<file path="src/rtl/fifo_drain.sv">
// rtl/fifo_drain.sv - pops 32-bit FIFO rows and serializes them LSB-byte-first with flush sequencing
//
// Ports:
//   clk, reset            single clock, synchronous active-high reset
//   fifo_data_avail_i     FIFO has a readable row
//   fifo_rd_data_i        row at FIFO read pointer (valid with fifo_rd_valid_o)
//   fifo_empty_i          FIFO holds no nibbles (only used at flush request)
//   fifo_flush_done_i     high in the cycle the final flushed row is read
//   fifo_rd_valid_o       pop strobe, one row per high cycle
//   fifo_flush_o          flush request to the FIFO, held until flush done pop
//   flush_req_i           single-cycle flush command
//   flush_busy_o          flush sequence in progress
//   flush_done_o          one-cycle pulse on flush completion
//   out_valid_o/out_data_o/out_last_o/out_ready_i   byte stream
module fifo_drain (
    input  logic        clk,
    input  logic        reset,
    input  logic        fifo_data_avail_i,
    input  logic [31:0] fifo_rd_data_i,
    input  logic        fifo_empty_i,
    input  logic        fifo_flush_done_i,
    output logic        fifo_rd_valid_o,
    output logic        fifo_flush_o,
    input  logic        flush_req_i,
    output logic        flush_busy_o,
    output logic        flush_done_o,
    output logic        out_valid_o,
    output logic [7:0]  out_data_o,
    output logic        out_last_o,
    input  logic        out_ready_i
);

    typedef enum logic [1:0] {
        IDLE  = 2'd0,
        FLUSH = 2'd1,
        DRAIN = 2'd2
    } state_t;

    state_t      state_q, state_d;
    logic [31:0] hold_q, hold_d;
    logic        hold_vld_q, hold_vld_d;
    logic        hold_last_q, hold_last_d;
    logic [1:0]  idx_q, idx_d;
    logic        flush_done_q, flush_done_d;

    logic        drain_wait;
    logic        accept;
    logic        pop;
    logic        last_byte;

    always_comb begin
        state_d      = state_q;
        hold_d       = hold_q;
        hold_vld_d   = hold_vld_q;
        hold_last_d  = hold_last_q;
        idx_d        = idx_q;
        flush_done_d = 1'b0;

        // Once the final flushed row is held, stop popping so that nothing
        // written after the flush can overtake the flagged last byte.
        drain_wait = (state_q == DRAIN);
        accept     = hold_vld_q & out_ready_i;
        last_byte  = hold_vld_q & hold_last_q & (idx_q == 2'd3);
        // A pop may coincide with acceptance of byte 3, giving zero bubble.
        pop        = fifo_data_avail_i & ~reset & ~drain_wait &
                     (~hold_vld_q | ((idx_q == 2'd3) & out_ready_i));

        if (pop) begin
            hold_d      = fifo_rd_data_i;
            hold_vld_d  = 1'b1;
            hold_last_d = (state_q == FLUSH) & fifo_flush_done_i;
            idx_d       = 2'd0;
        end else if (accept) begin
            idx_d = idx_q + 2'd1;
            if (idx_q == 2'd3) begin
                hold_vld_d = 1'b0;
            end
        end

        case (state_q)
            IDLE: begin
                if (flush_req_i) begin
                    // Nothing buffered anywhere: complete without bothering the FIFO.
                    if (fifo_empty_i & ~hold_vld_q) begin
                        flush_done_d = 1'b1;
                    end else begin
                        state_d = FLUSH;
                    end
                end
            end
            FLUSH: begin
                if (pop & fifo_flush_done_i) begin
                    state_d = DRAIN;
                end
            end
            DRAIN: begin
                if (last_byte & out_ready_i) begin
                    state_d      = IDLE;
                    flush_done_d = 1'b1;
                end
            end
            default: state_d = IDLE;
        endcase
    end

    always_ff @(posedge clk) begin
        if (reset) begin
            state_q      <= IDLE;
            hold_q       <= 32'd0;
            hold_vld_q   <= 1'b0;
            hold_last_q  <= 1'b0;
            idx_q        <= 2'd0;
            flush_done_q <= 1'b0;
        end else begin
            state_q      <= state_d;
            hold_q       <= hold_d;
            hold_vld_q   <= hold_vld_d;
            hold_last_q  <= hold_last_d;
            idx_q        <= idx_d;
            flush_done_q <= flush_done_d;
        end
    end

    assign fifo_rd_valid_o = pop;
    assign fifo_flush_o    = (state_q == FLUSH);
    assign flush_busy_o    = (state_q != IDLE);
    assign flush_done_o    = flush_done_q;
    assign out_valid_o     = hold_vld_q;
    assign out_data_o      = hold_q[{idx_q, 3'b000} +: 8];
    assign out_last_o      = last_byte;

endmodule

</file>
<file path="config.mk">
export PLATFORM = sky130hd
export DESIGN_NAME = fifo_drain
export DESIGN_NICKNAME = d
export VERILOG_FILES = /design/src/rtl/fifo_drain.sv
export SDC_FILE = /design/constraint.sdc
export NUM_CORES = 1
export LEC_CHECK = 0
export CORE_ASPECT_RATIO = 1.4
export CORE_UTILIZATION = 47
export DETAILED_ROUTE_END_ITERATION = 16
export GPL_TIMING_DRIVEN = 0
export PLACE_DENSITY = 0.79
export SETUP_SLACK_MARGIN = 0.02
export SYNTH_ARGS = -nofsm -noshare
export SYNTH_HDL_FRONTEND = slang
export SYNTH_SLANG_ARGS = --single-unit
</file>
<file path="constraint.sdc">
create_clock -name clk -period 1.8 [get_ports clk]
set_clock_uncertainty 0.1 [all_clocks]
set_input_delay 0.36 -clock clk [delete_from_list [all_inputs] [get_ports clk]]
set_output_delay 0.36 -clock clk [all_outputs]
set_load 0.005 [all_outputs]
</file>
# Word-level counts from Yosys, hierarchy flattened
# Index checks and enable logic that the tools add are counted.
[op_classes]
add_sub_neg = 1
mul = 0
div = 0
n_lt_le_gt_ge = 0
n_eq_ne = 7
n_shift = 1
mux = 12
bitwise = 15
n_reduce_logical = 7
[ops]
columns = ["cell", "count"]
rows = [
  ["$shiftx 32x6->8", 1],
  ["$and 1x1->1", 11],
  ["$mux 2", 4],
  ["$mux 1", 6],
  ["$pmux 2 s3", 1],
  ["$reduce_bool 2->1", 3],
  ["$eq 2x2->1 const B", 2],
  ["$ne 2x1->1 const B", 2],
  ["$ne 2x2->1 const B", 2],
  ["$reduce_and 4->1", 1],
  ["$not 1->1", 3],
  ["$add 2x1->2 const B", 1],
  ["$eq 2x1->1 const B", 1],
  ["$logic_not 2->1", 1],
  ["$pmux 1 s2", 1],
  ["$reduce_and 2->1", 1],
  ["$reduce_or 2->1", 1],
  ["$or 1x1->1", 1],
]
[word_totals]
regBits = 39
latch_bits = 0
mem_bits_rw = 0
mem_bits_ro = 0
wordCells = 49
n_memories = 0

# Longest topological paths before layout
# Gate-level depths: netlist (run 1).
[logic_depth]
ltp_word = 7
depth_mapped = 6
ltp_nobuf = 4

# Worst setup path before layout (run 1)
# OpenSTA, ideal clock, no wires.
[synth_path]
path_type = "flip-flop to output port"
start = "register idx_q[0]"
end = "output out_data_o[0]"
arrival_time_ns = 1.100
t_required_ns = 1.340
path_slack_ns = 0.240
path_stages_with_launch = 3
cell_sequence = "dfxtp_1 -> buf_2 -> mux4_2"
[synth_via]
elab_chain_len = 1
[synth_lines]
columns = ["element", "line", "rtl"]
rows = [
  ["start: declaration", "43", "logic [1:0] idx_q, idx_d;"],
  ["start signal: assignment", "119", "idx_q <= idx_d;"],
  ["$shiftx 32x6->8", "129", "assign out_data_o = hold_q[{idx_q, 3'b000} +: 8];"],
  ["end: declaration", "28", "output logic [7:0] out_data_o,"],
]
# No other way between the ends.

# Final worst setup path (run 1)
[layout_path]
start = "register idx_q[0]"
end = "output out_data_o[1]"
# The elaborated chain is that of the path after synthesis.

==> qor.yml, run 1 <==
worst_setup_path:
  endpoint_kind: "output port"
  worstSetupPathType: "flip-flop to output port"
  cp-start-kind: "flip-flop"
  crit_required_ns: 1.34
  cp.arrival_ns: 1.47
  r2r_cells: 6
  cp_max_fo: 5
cells_and_area:
  drive_gt1_share_pct: 22.3
  antenna_cells: 0
  nNetsFinal: 305
  area_growth_pct: 37.0
  nFillCells: 324
  final_common_cell: "clkdlybuf4s50_1"
  final_cell_mix: "clkdlybuf4s50_1 (38), dfxtp_1 (35), a21oi_1 (33)"
  finalInstanceArea_mm2: 0.00261
global_route:
  antenna_found_initial: 0
  grt_max_degree: 11
  grt_usage_pct: 26.2
  overflow: 0
  grt_pass1_vias: 1806
  grt_pass1_wl_um: 8850
drt:
  drc: 0
  drtIter0Drc: 91
  avgRoutedWirePerCell_um: 17.5
  wl_um: 5370
  num_vias: 1903
  vias_per_cell: 6.20
  drtPass1Iterations: 4
  ant_nets: 0
min_path:
  hold-path-cell-count: 2
  hold_class: "flip-flop to flip-flop"
synth:
  synth_area_mm2: 0.00190
  synthTopCellsByArea: "dfxtp_1 (41%), o31ai_1 (13%), nand4_1 (11%), mux4_2 (9.5%), a21oi_1 (8.7%)"
  yosys.area.top_type_share_pct: 41.1
  syn-num-nets: 241
  seq_area_frac_synth_pct: 41.1
  syn_inst: 201
  avgSynthCellArea_um2: 9.46
  ys_warn_count: 0
  yosysUniqueCellTypes: 28
  yosysTopAreaCell: "dfxtp_1"
  ys_ff_latch: 39
timing:
  fin_crit_ns: 1.93
  fmax_ghz: 0.519
  worstMarginPinSlew_ns: 0.522
  setup_slack_ns: -0.128
  hold_viol: 0
  tns_ns: -0.815
  drv_slew: 0
  timing.hold.ws_ns: 0.374
  setup_viol: 8
  period_share_pct: 107
  rsz0062_at_grt: "yes"
  maxSlewHeadroom_pct: 65.2
clock_network:
  clk_path_buf_depth: 2
  cts_root_buf: "clkbuf_8"
  clk_latency_ns: 0.29
  clkSlewWorstSetupHoldPaths_ns: 0.07
  htree_levels: 2
  cts-buffers-inserted: 5
  clkSinkCount: 39
  cts_tree: "yes"
die:
  initial_core_util_pct: 48.5
  rows: 27
  die-height_um: 77.3
  coreArea_mm2: 0.00392
  dieArea_mm2: 0.00431
  ioPinCount: 53
  die_x_um: 55.8
status:
  violations: "negative setup slack"
  status: "complete, but fails checks"
placement:
  hpwlAfterDp_um: 3710
  io_buffers: 52
  placed_area_mm2: 0.00248
  place_congestion: 0.810
pwr:
  vdd_drop_max_uv: 665
  leakagePower_nw: 0.957
  power_density_mw_per_mm2: 698
run:
  maxCapViolCount: 0
[path summary, 6_finish.rpt]
kind                                 from                       to  slack, ns
setup reg to reg    idx_q[0]$_SDFFE_PP0P_  state_q[1]$_SDFFE_PP0P_       0.04
setup / recovery    idx_q[0]$_SDFFE_PP0P_            out_data_o[1]      -0.13
hold reg to reg   hold_q[24]$_SDFFE_PP0P_  hold_q[24]$_SDFFE_PP0P_       0.37
hold / removal    hold_q[24]$_SDFFE_PP0P_  hold_q[24]$_SDFFE_PP0P_       0.37
[power by group]
| group | total, W | switching, W | internal [W] | leakage [nW] |
|---|---|---|---|---|
| combinational | 0.000358 | 0.000167 | 0.000191 | 0.599 |
| clock | 0.000531 | 0.000273 | 0.000258 | 0.0371 |
| sequential | 0.000931 | 0.0000288 | 0.000902 | 0.320 |
| total | 0.00182 | 0.000469 | 0.00135 | 0.957 |
[metal layers]
layer | part of all wire [%] | track usage, %
met3 | 5.0 | 4.72
met1 | 42 | 33.4
met2 | 51 | 44.1
met4 | 1.7 | 8.75
met5 | 0 | 0
[metrics by stage]
stage / total power, W / utilization [%] / instances / setup slack [ns]
global placement: 0.00128 / 63.2 / 296 / -0.754
CTS: 0.00182 / 66.2 / 306 / -0.138
global route: 0.00191 / 66.5 / 307 / -0.159
finish: 0.00182 / 66.5 / 307 / -0.128
detailed placement: 0.00129 / 63.2 / 296 / -0.716
floorplan: 0.00111 / - / 201 / 0.240
[synth_stat cells]
cell type / count
a21boi_2: 1
nand4_1: 32
a21bo_2: 1
a21oi_1: 33
buf_2: 12
nor4bb_1: 1
a211oi_2: 1
clkbuf_1: 14
or4_4: 1
buf_6: 1
nor2b_1: 3
o21ai_0: 1
mux2i_1: 1
a31oi_1: 1
mux4_2: 8
nand2b_1: 4
o31ai_1: 32
nor3_1: 4
dfxtp_1: 39
o22ai_1: 1
nor4_1: 2
a21o_1: 1
nand2_1: 2
buf_1: 1
and3_1: 1
xor2_1: 1
or2_2: 1
ha_1: 1
[logic make-up (layout without fill, tap and decap cells)]
family	count (synthesis)	after routing	share of synthesized area, %
compound gates	72	72	24.4
xor+xnor	1	1	0.461
fa+ha+maj	1	1	0.658
buf+inv	28	91	6.71
flops	39	39	41.1
mux	9	9	10.0
simple gates	51	51	16.7
[area by class of cell]
type | instances | area (um^2) | share of cell area (%)
buffer | 28 | 144 | 5.52
tap | 43 | 53.8 | 2.06
sequential | 39 | 791 | 30.3
clock buffer | 6 | 72.6 | 2.78
multi-input combinational | 134 | 1030 | 39.7
timing repair buffer | 57 | 510 | 19.6
[sequential cells by signal, indices dropped and copies added, names as in the netlist]
name,cells
out_valid_o,1
flush_done_o,1
state_q,2
hold_last_q,1
hold_q,32
idx_q,2
[timing repair]
| item | CTS | global route |
|---|---|---|
| pin swaps | 3 | 1 |
| endpoints found under the hold margin | 0 | 0 |
| gates cloned | 1 | 0 |
| buffers inserted | 3 | 1 |
| setup endpoints to repair | 22 | 40 |
| gates resized for setup | 54 | 12 |
| hold buffers | 0 | 0 |
[worst max-delay path: stages, from the launching register on]
cell,delay (ns)
dfxtp_4,0.38
buf_8,0.14
mux4_2,0.52
buf_2,0.15
No activity file was read; power rests on OpenSTA's default activity.
==> run 2, diff against run 1 <==
--- a/config.mk
+++ b/config.mk
@@ -7,6 +7,7 @@
 export LEC_CHECK = 0
 export CORE_ASPECT_RATIO = 1.4
 export CORE_UTILIZATION = 47
+export CTS_CLUSTER_DIAMETER = 50
 export DETAILED_ROUTE_END_ITERATION = 16
 export GPL_TIMING_DRIVEN = 0
 export PLACE_DENSITY = 0.79
==> results of run 2 <==
The final DEF is identical to that of run 1; final timing and power are the same.
==> run 3, diff against run 2 <==
--- a/config.mk
+++ b/config.mk
@@ -5,7 +5,9 @@
 export SDC_FILE = /design/constraint.sdc
 export NUM_CORES = 1
 export LEC_CHECK = 0
+export ABC_CLOCK_PERIOD_IN_PS = 1900
 export CORE_ASPECT_RATIO = 1.4
+export CORE_MARGIN = 5
 export CORE_UTILIZATION = 47
 export CTS_CLUSTER_DIAMETER = 50
 export DETAILED_ROUTE_END_ITERATION = 16
==> constraint.sdc (replaced) <==
create_clock -name clk -period 1.9 [get_ports clk]
set_clock_uncertainty 0.1 [all_clocks]
set_input_delay 0.38 -clock clk [delete_from_list [all_inputs] [get_ports clk]]
set_output_delay 0.38 -clock clk [all_outputs]
set_load 0.005 [all_outputs]
==> qor.yml, run 3 (synthesized netlist as in run 1, its figures left out) <==
status:
  status: "complete, but fails checks"
  violations: "negative setup slack"
timing:
  drv_slew: 0
  hold_viol: 0
  period_share_pct: 104
  worstMarginPinSlew_ns: 0.470
  setup_slack_ns: -0.0751
  fin_crit_ns: 1.98
  setup_viol: 8
  maxSlewHeadroom_pct: 68.6
  rsz0062_at_grt: "yes"
  fmax_ghz: 0.506
drt:
  drc: 0
  drtPass1Iterations: 5
  ant_nets: 0
  drtIter0Drc: 96
  avgRoutedWirePerCell_um: 18.1
  num_vias: 1962
  wl_um: 5640
  vias_per_cell: 6.31
min_path:
  hold_start: "state_q[0]$_SDFFE_PP0P_"
  hold_class: "flip-flop to flip-flop"
  holdPathEnd: "flush_done_o$_SDFF_PP0_"
  hold-path-cell-count: 1
clock_network:
  htree_levels: 2
  clk_latency_ns: 0.29
  clkSlewWorstSetupHoldPaths_ns: 0.07
  cts_hold_buf: 0
  cts_root_buf: "clkbuf_8"
  cts_tree: "yes"
  clk_path_buf_depth: 2
  clkSinkCount: 39
  cts-buffers-inserted: 5
worst_setup_path:
  worstSetupPathType: "flip-flop to output port"
  crit_required_ns: 1.42
  cp-start-kind: "flip-flop"
  r2r_cells: 6
  endpoint_kind: "output port"
  cp.arrival_ns: 1.50
  reg2reg_to: "state_q[1]$_SDFFE_PP0P_"
  rrSetupSlack_ns: 0.12
  r2r-start: "idx_q[0]$_SDFFE_PP0P_"
  cp_max_fo: 5
placement:
  pre_cts_ws_ns: -0.665
  hpwlAfterDp_um: 3960
  io_buffers: 52
  placed_area_mm2: 0.00248
  place_congestion: 0.806
cells_and_area:
  top_regs: "hold_q: 32 flops, idx_q: 2 flops, state_q: 2 flops"
  final_common_cell: "clkdlybuf4s50_1"
  final_cell_mix: "clkdlybuf4s50_1 (39), dfxtp_1 (36), a21oi_1 (33)"
  drive_gt1_share_pct: 22.0
  seq_area_um2: 787
  largest_reg_flops: 32
  finalInstanceArea_mm2: 0.00263
  nNetsFinal: 307
  nFillCells: 308
  multi_input_area_mm2: 0.00103
  largest_register: "hold_q"
  area_growth_pct: 38.1
  antenna_cells: 0
global_route:
  grt_max_degree: 12
  use_met1_pct: 25.2
  grt_usage_pct: 20.8
  grtUsageMet2_pct: 33.5
  overflow: 0
  grt.met3_usage_pct: 6.49
  grt_pass1_wl_um: 8940
  antenna_found_initial: 0
  top_usage_layer: "met2"
  grt_pass1_vias: 1785
die:
  ioPinCount: 53
  dieArea_mm2: 0.00544
  die_x_um: 63.8
  initial_core_util_pct: 48.5
  rows: 27
  die-height_um: 85.3
  coreArea_mm2: 0.00392
pwr:
  total_power_w: 0.00177
  vdd_drop_max_uv: 577
  power_density_mw_per_mm2: 674
  leakagePower_nw: 0.969
run:
  maxCapViolCount: 0
==> run 3: worst max-delay path: stages, from the launching register on <==
cell	delay, ns
dfxtp_4	0.39
buf_8	0.14
mux4_2	0.52
buf_2	0.15
==> run 3: per-layer routing <==
layer	share of wire [%]	wire length [um]	up-vias
met2	51	2900	97
met4	2.8	157	0
met5	0	0	-
li1	-	-	930
met3	8.8	495	15
met1	37	2080	920
==> run 3: final cells by class <==
cell class	count	area share [%]
plain buffers	28	5.48
clock buffers	7	2.91
clock inverters	1	0.191
multi-input cells	134	39.2
flip-flops and latches	39	30.0
well taps	43	2.05
repair buffers	59	20.2
==> run 3: worst max-delay path by stage <==
stage,from,end,slack [ns],depth (start not counted)
after floorplan,idx_q[0]$_SDFFE_PP0P_,out_data_o[0],0.32,2
after global placement,reset,fifo_rd_valid_o,-0.67,5
after detailed placement,reset,fifo_rd_valid_o,-0.67,5
after CTS,out_ready_i,fifo_rd_valid_o,-0.12,4
after global routing,idx_q[0]$_SDFFE_PP0P_,out_data_o[3],-0.09,3
final,idx_q[0]$_SDFFE_PP0P_,out_data_o[0],-0.08,3
==> run 3: per-stage QoR <==
step | util, % | hold WS (ns) | std cells | TNS, ns
after floorplan | - | 0.344 | 201 | 0
after global placement | 63.2 | 0.352 | 296 | -7.52
after detailed placement | 63.2 | 0.363 | 296 | -8.66
after CTS | 66.3 | 0.371 | 308 | -0.469
after global routing | 67.0 | 0.396 | 311 | -0.609
final | 67.0 | 0.370 | 311 | -0.323
==> run 3: timing repair <==
item | in CTS | in global routing
resized for setup | 52 | 12
cloned | 1 | 0
pin swaps | 1 | 2
setup buffers | 3 | 3
setup endpoints to repair | 11 | 32
==> run 3: power by group <==
part | switching (W) | leakage (nW) | internal (W)
combinational | 0.000158 | 0.608 | 0.000186
sequential | 0.0000278 | 0.319 | 0.000854
clock | 0.000285 | 0.0422 | 0.000258
